`src/rtl/credit_link_arbiter.sv`:
```
`timescale 1ns/1ps
// Sender-side credit-flow link controller: round-robin arbiter, credit counter and link-reset FSM.
// Optional build macro CREDIT_ARB_PRIORITY_EN makes requester 0 strict priority over the rotating rest.
module credit_link_arbiter #(
  parameter int NUM_REQ    = 4,
  parameter int DATA_WIDTH = 8,
  parameter int CREDIT_MAX = 8,
  parameter int CW         = $clog2(CREDIT_MAX + 1)
) (
  input  logic                            clk,
  input  logic                            rst_n,
  input  logic [NUM_REQ-1:0]              req_valid,
  input  logic [NUM_REQ*DATA_WIDTH-1:0]   req_data,
  output logic [NUM_REQ-1:0]              req_ready,
  output logic                            push_valid,
  output logic [DATA_WIDTH-1:0]           push_data,
  output logic                            push_sender_in_reset,
  input  logic                            push_receiver_in_reset,
  input  logic                            push_credit,
  output logic                            push_credit_stall,
  output logic [CW-1:0]                   credit_count,
  output logic [$clog2(NUM_REQ)-1:0]      grant_id,
  output logic [1:0]                      fsm_state
);

  localparam int GW = $clog2(NUM_REQ);

  // Handshake: requester i transfers in the cycle where req_valid[i] & req_ready[i];
  // req_ready is a combinational one-hot grant and never waits on req_valid being stable.
  typedef enum logic [1:0] {
    ST_RESET  = 2'd0,
    ST_WAIT   = 2'd1,
    ST_ACTIVE = 2'd2
  } state_t;

  state_t              state, state_nxt;
  logic                arb_en, prio_hit, rr_hit, gnt, upd_gid;
  logic [NUM_REQ-1:0]  cand, grant_vec;
  logic [GW-1:0]       rr_idx, gnt_idx;
  logic [CW-1:0]       credit_nxt;

  always_ff @(posedge clk or negedge rst_n) begin
    if (!rst_n) state <= ST_RESET;
    else        state <= state_nxt;
  end

  always_comb begin
    state_nxt = state;
    case (state)
      ST_RESET:  state_nxt = ST_WAIT;
      ST_WAIT:   if (!push_receiver_in_reset) state_nxt = ST_ACTIVE;
      ST_ACTIVE: if (push_receiver_in_reset) state_nxt = ST_WAIT;
      default:   state_nxt = ST_RESET;
    endcase
  end

  assign arb_en = (state == ST_ACTIVE) && !push_receiver_in_reset && (credit_count != '0);

  always_comb begin
`ifdef CREDIT_ARB_PRIORITY_EN
    cand     = {req_valid[NUM_REQ-1:1], 1'b0};
    prio_hit = arb_en & req_valid[0];
`else
    cand     = req_valid;
    prio_hit = 1'b0;
`endif
    rr_hit = 1'b0;
    rr_idx = grant_id;
    // Rotating search starts just past the last round-robin winner.
    for (int k = 1; k <= NUM_REQ; k++) begin
      if (arb_en && !rr_hit && cand[(int'(grant_id) + k) % NUM_REQ]) begin
        rr_hit = 1'b1;
        rr_idx = GW'((int'(grant_id) + k) % NUM_REQ);
      end
    end
    gnt       = prio_hit | rr_hit;
    gnt_idx   = prio_hit ? '0 : rr_idx;
    upd_gid   = rr_hit & !prio_hit;
    grant_vec = '0;
    if (gnt) grant_vec[gnt_idx] = 1'b1;
  end

  always_comb begin
    credit_nxt = credit_count;
    if (state == ST_ACTIVE) begin
      if (push_receiver_in_reset)
        credit_nxt = '0;
      else if (!(push_credit && !gnt && credit_count == CW'(CREDIT_MAX)))
        credit_nxt = credit_count + CW'(push_credit) - CW'(gnt);
    end
  end

  always_ff @(posedge clk or negedge rst_n) begin
    if (!rst_n) begin
      credit_count <= '0;
      grant_id     <= GW'(NUM_REQ - 1);
      push_valid   <= 1'b0;
      push_data    <= '0;
    end else begin
      credit_count <= credit_nxt;
      push_valid   <= gnt;
      if (upd_gid) grant_id  <= gnt_idx;
      if (gnt)     push_data <= req_data[gnt_idx*DATA_WIDTH +: DATA_WIDTH];
    end
  end

  assign req_ready            = grant_vec;
  assign push_sender_in_reset = (state == ST_RESET);
  assign push_credit_stall    = (state == ST_ACTIVE) && (credit_count == CW'(CREDIT_MAX));
  assign fsm_state            = state;

endmodule

```
`config.mk`:
```
export PLATFORM = sky130hd
export DESIGN_NAME = credit_link_arbiter
export DESIGN_NICKNAME = d
export VERILOG_FILES = /design/src/rtl/credit_link_arbiter.sv
export SDC_FILE = /design/constraint.sdc
export NUM_CORES = 1
export LEC_CHECK = 0
export CAP_MARGIN = 20
export CORE_ASPECT_RATIO = 0.7
export CORE_UTILIZATION = 30
export CTS_CLUSTER_SIZE = 8
export DETAILED_ROUTE_END_ITERATION = 8
export GPL_ROUTABILITY_DRIVEN = 0
export SLEW_MARGIN = 20
export SYNTH_ARGS = -nofsm -noshare
export SYNTH_HDL_FRONTEND = slang
export SYNTH_SLANG_ARGS = --single-unit
```
`constraint.sdc`:
```
create_clock -name clk -period 3.61 [get_ports clk]
set_clock_uncertainty 0.15 [all_clocks]
set_input_delay 1.083 -clock clk [delete_from_list [all_inputs] [get_ports clk]]
set_output_delay 1.083 -clock clk [all_outputs]
set_load 0.005 [all_outputs]
```
==> After elaboration in Yosys (flattened, before gate mapping) <==
Cells that the tools add are included.
{ "classes": {"add_sub_neg": 6, "n_mul": 0, "div_mod_pow": 0, "magnitude_cmp": 6, "eq_ne": 6, "shifts": 1, "muxes": 28, "bitwise": 4, "n_reduce_logical": 26} }
{ "ops": {"columns": ["operator", "n"], "rows": [
  ["32-bit by 6-bit variable part select with 8-bit output", 1],
  ["3-bit by 4-bit less-than comparator with 1-bit output (second input constant)", 4],
  ["1-bit logical AND", 13],
  ["1-bit 2-to-1 mux", 13],
  ["2-bit 2-to-1 mux", 6],
  ["4-bit 2-to-1 mux", 3],
  ["1-bit binary-select mux with 2-bit select", 4],
  ["2-bit OR reduction", 4],
  ["2-bit inequality test (second input constant)", 3],
  ["2-bit case mux with 3 select lines", 1],
  ["1-bit zero test", 5],
  ["2-bit by 1-bit adder with 2-bit output (second input constant)", 2],
  ["2-bit adder (second input constant)", 2],
  ["4-bit by 1-bit adder with 4-bit output", 1],
  ["1-bit bitwise AND (first input constant)", 4],
  ["4-bit == test (second input constant)", 1],
  ["2-bit AND reduction", 2],
  ["4-bit nonzero test", 1],
  ["4-bit by 1-bit subtractor with 4-bit output", 1],
  ["2-bit by 3-bit less-than comparator with 1-bit output (second input constant)", 1],
  ["1-bit demux with 2-bit select", 1],
  ["2-bit by 1-bit == test with 1-bit output (second input constant)", 1],
  ["2-bit == test (second input constant)", 1],
  ["2-bit by 1-bit greater-or-equal comparator with 1-bit output (second input constant)", 1],
  ["2-bit zero test", 1]
]} }
{ "word_totals": {"reg_bits": 17, "latch_bits": 0, "ram_bits": 0, "mem_bits_ro": 0, "in_bits": 40, "output_inout_bits": 23, "wordCells": 82, "mem_count": 0} }

==> Depth between registers and ports, before layout <==
{ "logic_depth": {"depth_word": 25, "mapped_depth": 15, "ltp_nobuf": 14} }

==> Least setup slack after synthesis <==
Ideal clock, no wire load.
{ "synth_path": {"path_kind": "in2out", "from": "input port push_receiver_in_reset", "to": "output port req_ready[1]", "arrival_time_ps": 2153, "t_required_ps": 2377, "setup_slack_ps": 224, "path_stages": 8, "n_path_buf": 2, "cell_sequence": "buf_6 > nor3b_4 > and2_4 > o31ai_1 > buf_4 > inv_2 > nand2_2 > nor2_1"} }
{ "synth_between": {"word_cells_on_any_way": 27, "classes_between": "order compare (2); mux (11); reduce/logical (14)"} }
{ "synth_lines": {"columns": ["element", "line_no", "rtl"], "rows": [
  ["from (decl)", "18", "input logic push_receiver_in_reset,"],
  ["1-bit zero test (*)", "57", "assign arb_en = (state == ST_ACTIVE) && !push_receiver_in_reset && (credit_count != '0);"],
  ["1-bit logical AND (*) (2 in a row)", "57", null],
  ["1-bit logical AND", "71", "if (arb_en && !rr_hit && cand[(int'(grant_id) + k) % NUM_REQ]) begin"],
  ["1-bit 2-to-1 mux", "71", null],
  ["1-bit zero test", "71", null],
  ["1-bit logical AND (2 in a row)", "71", null],
  ["1-bit 2-to-1 mux", "71", null],
  ["1-bit zero test", "71", null],
  ["1-bit logical AND (2 in a row)", "71", null],
  ["1-bit 2-to-1 mux", "71", null],
  ["1-bit zero test", "71", null],
  ["1-bit logical AND (2 in a row)", "71", null],
  ["1-bit 2-to-1 mux (*)", "71", null],
  ["named net gnt", "37", "logic arb_en, prio_hit, rr_hit, gnt, upd_gid;"],
  ["4-bit 2-to-1 mux (*)", "80", "if (gnt) grant_vec[gnt_idx] = 1'b1;"],
  ["to (decl)", "14", "output logic [NUM_REQ-1:0] req_ready,"]
]} }
The timed path passes the listed nets; every way through them passes the cells marked *.

==> Final worst setup path <==
{ "layout_path": {"from": "input port req_valid[1]", "to": "output port req_ready[3]"} }
{ "layout_between": {"elab_chain_cells": 22, "word_cells_on_any_way": 36, "classes_between": "order compare (2); mux (23); reduce/logical (11)"} }
{ "layout_rtl": {"columns": ["element", "line_no", "rtl"], "rows": [
  ["from (decl)", "12", "input logic [NUM_REQ-1:0] req_valid,"],
  ["1-bit binary-select mux with 2-bit select", "71", null],
  ["1-bit 2-to-1 mux (implied by the code) (2 in a row)", "71", null],
  ["1-bit logical AND", "71", null],
  ["1-bit 2-to-1 mux", "71", null],
  ["1-bit zero test", "71", null],
  ["1-bit logical AND (2 in a row)", "71", null],
  ["1-bit 2-to-1 mux", "71", null],
  ["1-bit zero test", "71", null],
  ["[... 3 more ...]", null, null],
  ["1-bit zero test", "71", null],
  ["1-bit logical AND (2 in a row)", "71", null],
  ["2-bit 2-to-1 mux", "71", null],
  ["2-bit by 3-bit less-than comparator with 1-bit output (implied by the code) or 2-bit by 1-bit greater-or-equal comparator with 1-bit output (tied branches)", "80", null],
  ["1-bit logical AND (implied by the code)", "80", null],
  ["1-bit 2-to-1 mux (implied by the code)", "80", null],
  ["1-bit demux with 2-bit select", "80", null],
  ["4-bit 2-to-1 mux (*)", "80", null]
]} }
Mark *: on every way between the ends. The rest lies on a longest branch, timed or not. The select of a mux whose other input is x is not followed.

==> impl_metrics.ini <==
[critical_path]
path_delay_family = buffers and inverters
start_kind = input pin
crit_start = req_valid[1]
cpPeakStageDelay_ps = 260
crit_chain = dlygate4sd2_1 > buf_6 > a21o_1 > a32oi_2 > buf_4 > inv_2 > nand2_2 > nor2_1 > buf_2
slowest_stage = dlygate4sd2_1
path_buf_inv = 5
worstSetupPathType = input pin to output pin
endpoint_kind = output pin
cp_max_fo = 4
crit_arrival_ps = 2280
r2r-start = credit_count[2]
cp.required_ps = 2380

[final_layout]
antenna_cells = 0
final_common_cell = clkdlybuf4s50_1
fin_util_pct = 55.1
drive_gt1_share_pct = 23.6
fin_cells = 249
fillers = 322
areaGrowthSynthToFinish_pct = 68.1
final_cell_mix = clkdlybuf4s50_1 (53), mux2i_1 (15), dfrtp_1 (15), buf_4 (15), nand2_1 (13)
final_nets = 246

[routing]
antenna_left = 0
drt-initial-drc-count = 46
dr_total_vias = 1171
drc = 0
wirelength_um = 3590
routedWlPerCell_um = 14.4
vias_per_cell = 4.70
firstDrtPassIters = 4

[flow_run]
maxCapViolCount = 0

[clock_tree]
clk_latency_ps = 260
cts_tree = done
clock_sinks = 17
holdBufCountCts = 0
ctsLongestPathBuffers = 2
cts_buffers = 3
cts_root_buf = clkbuf_8
clkTransAtPathRegs_ps = 80
h-tree-depth = 1

[floorplanning]
coreArea_um2 = 3670
dieArea_um2 = 4270
die_w_um = 77.7
start_util_pct = 32.8
std_cell_rows = 18
fp.dieH_um = 55.0
ios = 63

[power_and_ir_drop]
cellPowerDensity_nw_per_um2 = 618
p_leak_uw = 0.000905
vdd_drop_max_mv = 0.266

[worst_hold_path]
worstHoldPathType = flip-flop to flip-flop
hp-start = push_data[1]

[logic_synthesis]
syn_avg_cell_area_um2 = 9.95
yosysTopAreaCellShare_pct = 31.2
syn-cell-area_um2 = 1200
synth.area.top_cells = dfrtp_1 (31%), mux2i_1 (12%), ha_1 (5.2%), o221ai_1 (5.1%), dfstp_2 (4.4%)
syn_nets = 167
synth_edf_count = 0
synthCells = 121
ys_ff_latch = 17
seq_area_frac_synth_pct = 35.6
async_reset_ff_share_pct = 100
ys_types = 34
synthFlopType = dfrtp_1
yosysTopAreaCell = dfrtp_1
yosysWarnings = 0

[global_route]
grt_antenna_before_repair = 0
grt_pass1_wl_um = 5400
gr-total-overflow = 0
grt_usage_pct = 16.6
grt_max_degree = 18
grt_pass1_vias = 1087

[status]
status = completed

[place]
portBuffers = 62
hpwl_um = 2910
dp_slack_ps = -670
place_inst = 242

[sta]
drv_slew = 0
slew_headroom_pct = 45.4
worst_slew_pin_slew_ps = 817
hold_violations = 0
layout_min_cycle_time_ps = 3520
rsz0062_at_grt = false
worst_slack_ps = 92.0
max_freq_ghz = 0.284
setup_viol = 0
post-route-period-util_pct = 97.5
## worst reg2reg max path, stage by stage (launching register included)
cell,delay (ps)
dfrtp_1,400
inv_1,120
ha_1,160
or3b_4,410
and2_4,180
buf_4,130
o31ai_4,60
inv_2,100
buf_4,150
nand2b_1,80
nand2_1,50
ha_1,200
fa_1,380
xnor2_1,200
nor2_1,70
mux2_2,260
## state kept, by name, summed over array words and instances, names as in the netlist
| register | cells |
|---|---|
| push_valid | 1 |
| grant_id | 2 |
| push_data | 8 |
| fsm_state | 2 |
| credit_count | 4 |
## power by group
group	leakage, uW	switching, uW	internal, uW
clock network	0.0000217	75.2	77.9
logic	0.000671	306	436
registers	0.000213	79.8	275
total	0.000905	461	789
## cell usage after synthesis, types with 2 or more instances
master / count
mux2i_1: 15
dfrtp_1: 15
buf_6: 3
mux2_2: 2
o21ai_0: 2
o221ai_1: 7
nand2_2: 3
inv_1: 7
xnor2_1: 2
nand2b_1: 7
dfstp_2: 2
a21oi_1: 5
a21o_1: 3
nor2_1: 11
ha_1: 5
o2111ai_1: 2
nand2_1: 13
## through the flow
stage | total power [uW] | cell area, um2 | TNS, ps | hold slack (ps)
floorplan | 750 | 1200 | 0 | 328
global placement | 1060 | 1940 | -3420 | 324
detailed placement | 1070 | 1940 | -3590 | 327
CTS | 1250 | 2010 | 0 | 345
global route | 1340 | 2020 | 0 | 370
finish | 1250 | 2020 | 0 | 341
## routing by layer
metal | part of all wire [%] | GRT usage, %
met2 | 45 | 27.1
met3 | 3.0 | 2.30
met5 | 0 | 0
met1 | 51 | 23.5
met4 | 0.53 | 3.77
## cells by family after synthesis
logic type,after synthesis,share of synthesized area (%)
compound gates,27,18.1
flops,17,35.6
xor+xnor,2,1.46
fa+ha+maj,6,6.86
buf+inv,12,5.93
mux,17,14.3
simple gates,40,17.8
## timing repair
action                                  CTS  global route
endpoints found under the setup margin    6             4
resized for setup                        35             7
cloned                                    0             0
setup buffers                             2             1
pin swaps                                 4             7
## area by class of cell
cell class / instances / area (um2) / share of cell area [%]
timing repair buffer: 78 / 713 / 35.3
clock inverter: 1 / 7.51 / 0.371
tap: 50 / 62.6 / 3.09
clock buffer: 3 / 41.3 / 2.04
sequential: 17 / 428 / 21.2
inverter: 8 / 30.0 / 1.48
multi-input combinational: 92 / 741 / 36.6
## path summary, 6_finish.rpt
path | to | slack, ps | depth (start not counted)
max in group asynchronous | push_data[6] | 1660 | 1
min in group asynchronous | credit_count[2] | 1140 | 1
worst min register to register | push_data[1] | 340 | 2
worst min-delay path | push_data[1] | 340 | 2
worst max register to register | credit_count[2] | 390 | 15
worst max-delay path | req_ready[3] | 90 | 9
No activity file was read; power rests on OpenSTA's default activity.
